## src/rtl/instr_fetch_pkg.sv

```systemverilog
// Shared definitions for the instruction sequencer: opcode map, halt word and
// fetch state encoding.
package instr_fetch_pkg;

   localparam logic [2:0] OP_JAL = 3'b000;
   localparam logic [2:0] OP_JR  = 3'b001;
   localparam logic [2:0] OP_ADD = 3'b010;
   localparam logic [2:0] OP_BEQ = 3'b011;
   localparam logic [2:0] OP_SW  = 3'b100;
   localparam logic [2:0] OP_LW  = 3'b101;
   localparam logic [2:0] OP_XOR = 3'b110;
   localparam logic [2:0] OP_LA  = 3'b111;

   localparam logic [7:0] HALT_WORD = 8'hFF;

   typedef enum logic [1:0] {
      ST_IDLE  = 2'b00,
      ST_FETCH = 2'b01,
      ST_ISSUE = 2'b10,
      ST_HALT  = 2'b11
   } fetch_state_e;

   // Only the all-ones word stops the sequencer; opcode 3'b111 alone does not.
   function automatic logic is_halt_word(input logic [7:0] word);
      return (word == HALT_WORD);
   endfunction

endpackage

```

## src/rtl/instr_fetch.sv

```systemverilog
// Instruction sequencer: holds the PC, fetches words over a req/valid handshake,
// issues each word to the decoder for one cycle and stops on the halt word.
module instr_fetch
   import instr_fetch_pkg::*;
#(
   parameter int              PC_W     = 8,
   parameter logic [PC_W-1:0] RESET_PC = {PC_W{1'b0}}
) (
   input  logic            ck,
   input  logic            rst_n,
   input  logic            start,
   output logic            imem_req,
   output logic [PC_W-1:0] imem_addr,
   input  logic [7:0]      imem_rdata,
   input  logic            imem_valid,
   output logic [2:0]      op,
   output logic            LastBit,
   output logic [4:0]      operand,
   output logic            issue,
   input  logic            PCSrc,
   input  logic [PC_W-1:0] jump_target,
   output logic            halted,
   output logic [PC_W-1:0] pc
);

   fetch_state_e    state_q, state_d;
   logic [PC_W-1:0] pc_q, pc_d;
   logic [7:0]      ir_q, ir_d;
   logic            imem_req_q, imem_req_d;
   logic            issue_q, issue_d;
   logic            halted_q, halted_d;

   // Next-state, next-PC and registered strobe computation.
   always_comb begin
      state_d    = state_q;
      pc_d       = pc_q;
      ir_d       = ir_q;
      imem_req_d = 1'b0;
      issue_d    = 1'b0;
      halted_d   = halted_q;
      case (state_q)
         ST_IDLE: begin
            if (start) begin
               state_d    = ST_FETCH;
               imem_req_d = 1'b1;
            end else begin
               state_d    = ST_IDLE;
            end
         end
         ST_FETCH: begin
            if (imem_valid) begin
               ir_d = imem_rdata;
               if (is_halt_word(imem_rdata)) begin
                  state_d  = ST_HALT;
                  halted_d = 1'b1;
               end else begin
                  state_d  = ST_ISSUE;
                  issue_d  = 1'b1;
               end
            end else begin
               // Keep the request up until memory answers.
               imem_req_d = 1'b1;
            end
         end
         ST_ISSUE: begin
            if (PCSrc) begin
               pc_d = pc_q + {{(PC_W-1){1'b0}}, 1'b1};
            end else begin
               pc_d = jump_target;
            end
            state_d    = ST_FETCH;
            imem_req_d = 1'b1;
         end
         ST_HALT: begin
            state_d  = ST_HALT;
            halted_d = 1'b1;
         end
         default: begin
            state_d  = ST_IDLE;
            halted_d = 1'b0;
         end
      endcase
   end

   // State, PC, instruction register and output strobe flops.
   always_ff @(posedge ck or negedge rst_n) begin
      if (!rst_n) begin
         state_q    <= ST_IDLE;
         pc_q       <= RESET_PC;
         ir_q       <= 8'h00;
         imem_req_q <= 1'b0;
         issue_q    <= 1'b0;
         halted_q   <= 1'b0;
      end else begin
         state_q    <= state_d;
         pc_q       <= pc_d;
         ir_q       <= ir_d;
         imem_req_q <= imem_req_d;
         issue_q    <= issue_d;
         halted_q   <= halted_d;
      end
   end

   assign imem_req  = imem_req_q;
   assign imem_addr = pc_q;
   assign op        = ir_q[7:5];
   assign LastBit   = ir_q[0];
   assign operand   = ir_q[4:0];
   assign issue     = issue_q;
   assign halted    = halted_q;
   assign pc        = pc_q;

endmodule

```

## config.mk

```make
export PLATFORM = sky130hd
export DESIGN_NAME = instr_fetch
export DESIGN_NICKNAME = d
export VERILOG_FILES = /design/src/rtl/instr_fetch_pkg.sv /design/src/rtl/instr_fetch.sv
export SDC_FILE = /design/constraint.sdc
export NUM_CORES = 1
export LEC_CHECK = 0
export BUFFER_PORTS_ARGS = -buffer_cell sky130_fd_sc_hd__buf_4
export CORE_MARGIN = 10
export CORE_UTILIZATION = 47
export CTS_CLUSTER_DIAMETER = 120
export DETAILED_ROUTE_END_ITERATION = 7
export PLACE_DENSITY = 0.89
export SYNTH_ARGS = -nofsm -noshare
export SYNTH_HDL_FRONTEND = slang
export SYNTH_SLANG_ARGS = --single-unit
export TNS_END_PERCENT = 50
```

## constraint.sdc

```tcl
create_clock -name ck -period 3.45 [get_ports ck]
set_input_delay 0.8625 -clock ck [delete_from_list [all_inputs] [get_ports ck]]
set_output_delay 0.8625 -clock ck [all_outputs]
set_load 0.02 [all_outputs]
```

Word level (Yosys, flattened, before mapping)
Cells that the tools add are included.
{ "totals": {"register_bits": 21, "word_cells": 31, "inputBits": 21, "output_inout_bits": 28} }
{ "classes": {"n_eq_ne": 6, "muxes": 14, "reduce_logical": 4, "add_sub_neg": 1} }
{ "op_table": {"columns": ["operator", "n"], "rows": [
  ["$mux W1", 9],
  ["$add A8 B1 Y8 const B", 1],
  ["$eq A8 B8 Y1 const B", 1],
  ["$mux W8", 1],
  ["$pmux W2 S4", 1],
  ["$eq A2 B2 Y1 const B", 2],
  ["$ne A2 B2 Y1 const B", 2],
  ["$pmux W1 S3", 1],
  ["$reduce_and A3 Y1", 1],
  ["$eq A2 B1 Y1 const B", 1],
  ["$logic_not A2 Y1", 1],
  ["$mux W2", 1],
  ["$pmux W1 S2", 1],
  ["$reduce_and A2 Y1", 1],
  ["$reduce_bool A2 Y1", 1]
]} }

Depth between registers and ports, before layout
{ "depth": {"depth_word": 4, "mapped_depth": 5, "depth_no_buf": 4} }

Worst setup path after synthesis
Ideal clock, no wire load.
{ "synth_path": {"path_kind": "input port to flip-flop", "start": "in PCSrc", "end": "reg pc_q[5], in the netlist imem_addr[5]", "t_arrival_ps": 1548, "setup_time_ps": 69, "slack_ps": 1833, "path_buffers": 1, "cell_stages": 4, "required_ps": 3381, "path_cell_list": "buf_2 -> nand2b_1 -> or4_1 -> nand3_1"} }
{ "synth_between": {"elab_chain_len": 1} }
{ "synth_lines": {"columns": ["element", "line", "source"], "rows": [
  ["start, declared", "instr_fetch.sv:20", "input logic PCSrc,"],
  ["$mux W8", "instr_fetch.sv:66", "if (PCSrc) begin"],
  ["end signal, assigned", "instr_fetch.sv:96", "pc_q <= pc_d;"],
  ["end, declared", "instr_fetch.sv:27", "logic [PC_W-1:0] pc_q, pc_d;"]
]} }
No other way between the ends.
A chain may end at the register's enable or synchronous reset.

Worst setup path in the final report
{ "layout_path": {"start": "reg pc_q[4], in the netlist imem_addr[4]", "end": "out imem_addr[4]"} }
{ "layout_lines": {"columns": ["element", "line", "source"], "rows": [
  ["end, declared", "instr_fetch.sv:13", "output logic [PC_W-1:0] imem_addr,"]
]} }
No word-level cell between the ends.

==> key figures <==
Outcome
  – Status: complete, no violations

Routing
  – Vias: 927
  – DRC Markers: 0
  – Initial DRC count: 44
  – Routed wire length: around 2800 microns
  – Pre-antenna DRT Iters: 4
  – Final ANT Viol Nets: 0
  – WL/cell: 16.7 microns
  – Vias per inst: 5.45

Synth
  – Synth async-reset ratio: 100%
  – Synthesized area per cell: 10.7 sq um
  – Post-synth top flop: dfrtp_1
  – Synth unique cells: 29
  – Cell area after synthesis: 1110 sq um
  – Most frequent cells after synthesis: 21 x dfrtp_1, 9 x buf_4, 8 x mux2_2
  – Number of synthesized flops with an enable pin: 0
  – Cell taking the most area after synthesis: dfrtp_1
  – Synthesized flop and latch total: 21
  – Register area share after synthesis: 47.5%
  – Synth Net Count: 125
  – Most frequent cell after synthesis: dfrtp_1
  – Top cells by area, synth: dfrtp_1 48%, mux2_2 8.1%, buf_4 6.1%
  – Cells after Synth: 103
  – Yosys top cell area share: roughly 48%
  – Ys Warns: 0

Global route
  – First-pass GRT wire length: 4660 microns
  – Pin count of the biggest net entering global routing: 22
  – Vias in the first global route: between 1000 and 1500
  – Met2 Use GR: between 20 and 25%
  – GR Util All Layers: 12.7%
  – Congestion Overflow GR: 0
  – Initial antenna violation count: 0
  – Met1 Track Usage GR: 12.8%
  – Gr busiest metal: met2
  – Met3 Use GR: 6.28%

Floorplan
  – Die area: 4690 sq um
  – Num rows: 17
  – Core Box Area: 2230 sq um
  – Die Width: 68.5 microns
  – Ports: 49
  – Effective utilization at floorplan: just under 50%
  – Die H: approximately 69 microns

Critical path
  – CP bufs+invs: 1
  – Top Family by Delay on Critical Path: flip-flops
  – Critical-path maximum fanout: 7
  – CP cell instances: buf_4
  – Crit path from: imem_addr[4]
  – Reg2reg start: imem_addr[0]
  – Arrival time worst endpoint: around 0.98 ns
  – CP max-delay cell: dfrtp_1
  – Critical path class: reg -> out
  – Slowest stage delay, CP: 0.48 ns
  – Worst endpoint required time: about 2.6 ns
  – Critical Path Sink Type: output port
  – Crit start category: register

Clock tree
  – Clock buffer count from CTS: 3
  – Clock Latency Late Sink: 0.30 ns
  – Htree depth: 1
  – CTS tree: yes
  – Clock root cell: clkbuf_4
  – Clk slew on worst S/H paths: 0.12 ns
  – CTS Hold Bufs: 0
  – Cts repair resizes: 0
  – Postcts setup bufs: 0
  – Clk sinks: 21
  – Clock Tree Buf Depth: 2

Cells and area
  – Final Cell Area: 1430 sq um
  – Non-Filler Instances: 170
  – Diodes inserted: 0
  – Area Overhead vs Synth: 29.2%
  – Final Util: a little under two thirds
  – Fraction of layout cells with a size suffix above 1: 45.1%
  – Fillers: 196
  – Final Net Count: 165

STA
  – Final Setup Violations: 0
  – Tcrit/Tclk final: 53.3%
  – Tmin final: 1.84 ns
  – Max Freq: about 540 MHz
  – Setup tns final: 0 ns
  – Slew @ Worst Pin: 0.323 ns
  – Final Hold Violating Endpoints: 0
  – Max Clock Skew: 0.00811 ns
  – Max-slew violation count: 0
  – Hold WS: 0.414 ns
  – RSZ-0062 raised after global routing: false
  – Relative slew slack: 78.5%

Power and ir drop
  – Switch Pwr: 515 uW
  – Power share of the sequential group: 37.7%
  – Sw frac: 43.3%
  – Gate power share: 52.4%
  – Clock network fraction of total power: 9.9%
  – Peak supply drop: 0.557 mV
  – P per Cell Area: about 830 nW/um^2
  – Pint: between 600 and 700 uW
  – P_leak: approximately 0.67 nW

Worst hold path
  – Hold Path Class: in -> async

Placement
  – Placed inst area: between 1000 and 1500 sq um
  – Final RePlAce weighted congestion: 0.716
  – Post-DP HPWL: approximately 2300 microns
  – Number of port buffers: 48
  – DP Cell Count: about 170

Flow run
  – Max_cap viols: 0
-- power by group through the flow --
stage                     combinational, mW  sequential (mW)  clock (mW)
after floorplan                       0.306            0.543           0
after CTS                             0.635            0.450       0.122
final                                 0.623            0.449       0.118
after detailed placement              0.633            0.454           0
after global placement                0.614            0.442           0
after global routing                  0.677            0.472       0.131
-- flip-flops by register name, indices dropped and copies added (netlist names) --
signal,count
ir_q,8
state_q,2
halted,1
issue,1
imem_addr,8
imem_req,1
-- cell type report --
| class | instances | area (sq um) | area share, % |
|---|---|---|---|
| multi-input combinational | 67 | 473 | 33.1 |
| clock buffer | 3 | 22.5 | 1.58 |
| inverter | 2 | 7.51 | 0.525 |
| timing repair buffer | 48 | 360 | 25.2 |
| tap | 28 | 35.0 | 2.45 |
| clock inverter | 1 | 5.00 | 0.350 |
| sequential | 21 | 526 | 36.8 |
-- final timing paths --
path	end	slack, ns	depth (start not counted)
max in group asynchronous	ir_q[0]	2.82	1
max reg2reg	imem_addr[6]	1.89	4
min	imem_addr[6]	0.41	1
min in group ck	halted	0.48	1
max	imem_addr[4]	1.61	1
min reg2reg	halted	0.48	1
-- cells in the final DEF, fill, tap and decap left out --
master     netlist  final
mux2_2           8      8
ha_1             1      1
nand2_1          5      5
nor2_1           4      4
or4_1            3      3
nand2b_1         4      4
dfrtp_1         21     21
nand3_1          7      7
clkinv_2         0      1
buf_4            9     48
a2bb2oi_1        2      2
and2b_1          2      2
clkbuf_4         0      3
nand2_2          1      1
mux2i_1          2      2
nor4bb_1         1      1
and4bb_2         2      2
inv_1            2      2
nand4_1          3      3
o21a_1           1      1
nor3_1           1      1
o22ai_1          2      2
a21o_1           1      1
o21bai_1         1      1
a21oi_1          7      7
o211a_1          1      1
o21ai_0          4      4
nand2b_4         1      1
o211ai_1         3      3
-- stage by stage --
stage | power (mW) | worst slack [ns]
finish | 1.19 | 1.61
global placement | 1.06 | 1.72
global route | 1.28 | 1.53
detailed placement | 1.09 | 1.69
floorplan | 0.849 | 1.83
CTS | 1.21 | 1.60
-- metal layers --
metal | wire (microns) | vias to the layer above | share of wire, %
li1 | - | 441 | -
met1 | 1010 | 443 | 36
met2 | 1440 | 41 | 51
met3 | 368 | 2 | 13
met4 | 12 | 0 | 0.42
met5 | 0 | - | 0
-- logic make-up after synthesis --
kind of cell / synth area share, %
muxes: 9.96
AOI/OAI and AO/OA: 12.7
and+or+nand+nor: 19.0
buffers and inverters: 9.73
adders and majority gates: 1.13
DFF: 47.5
(Power assumes the default switching activity.)
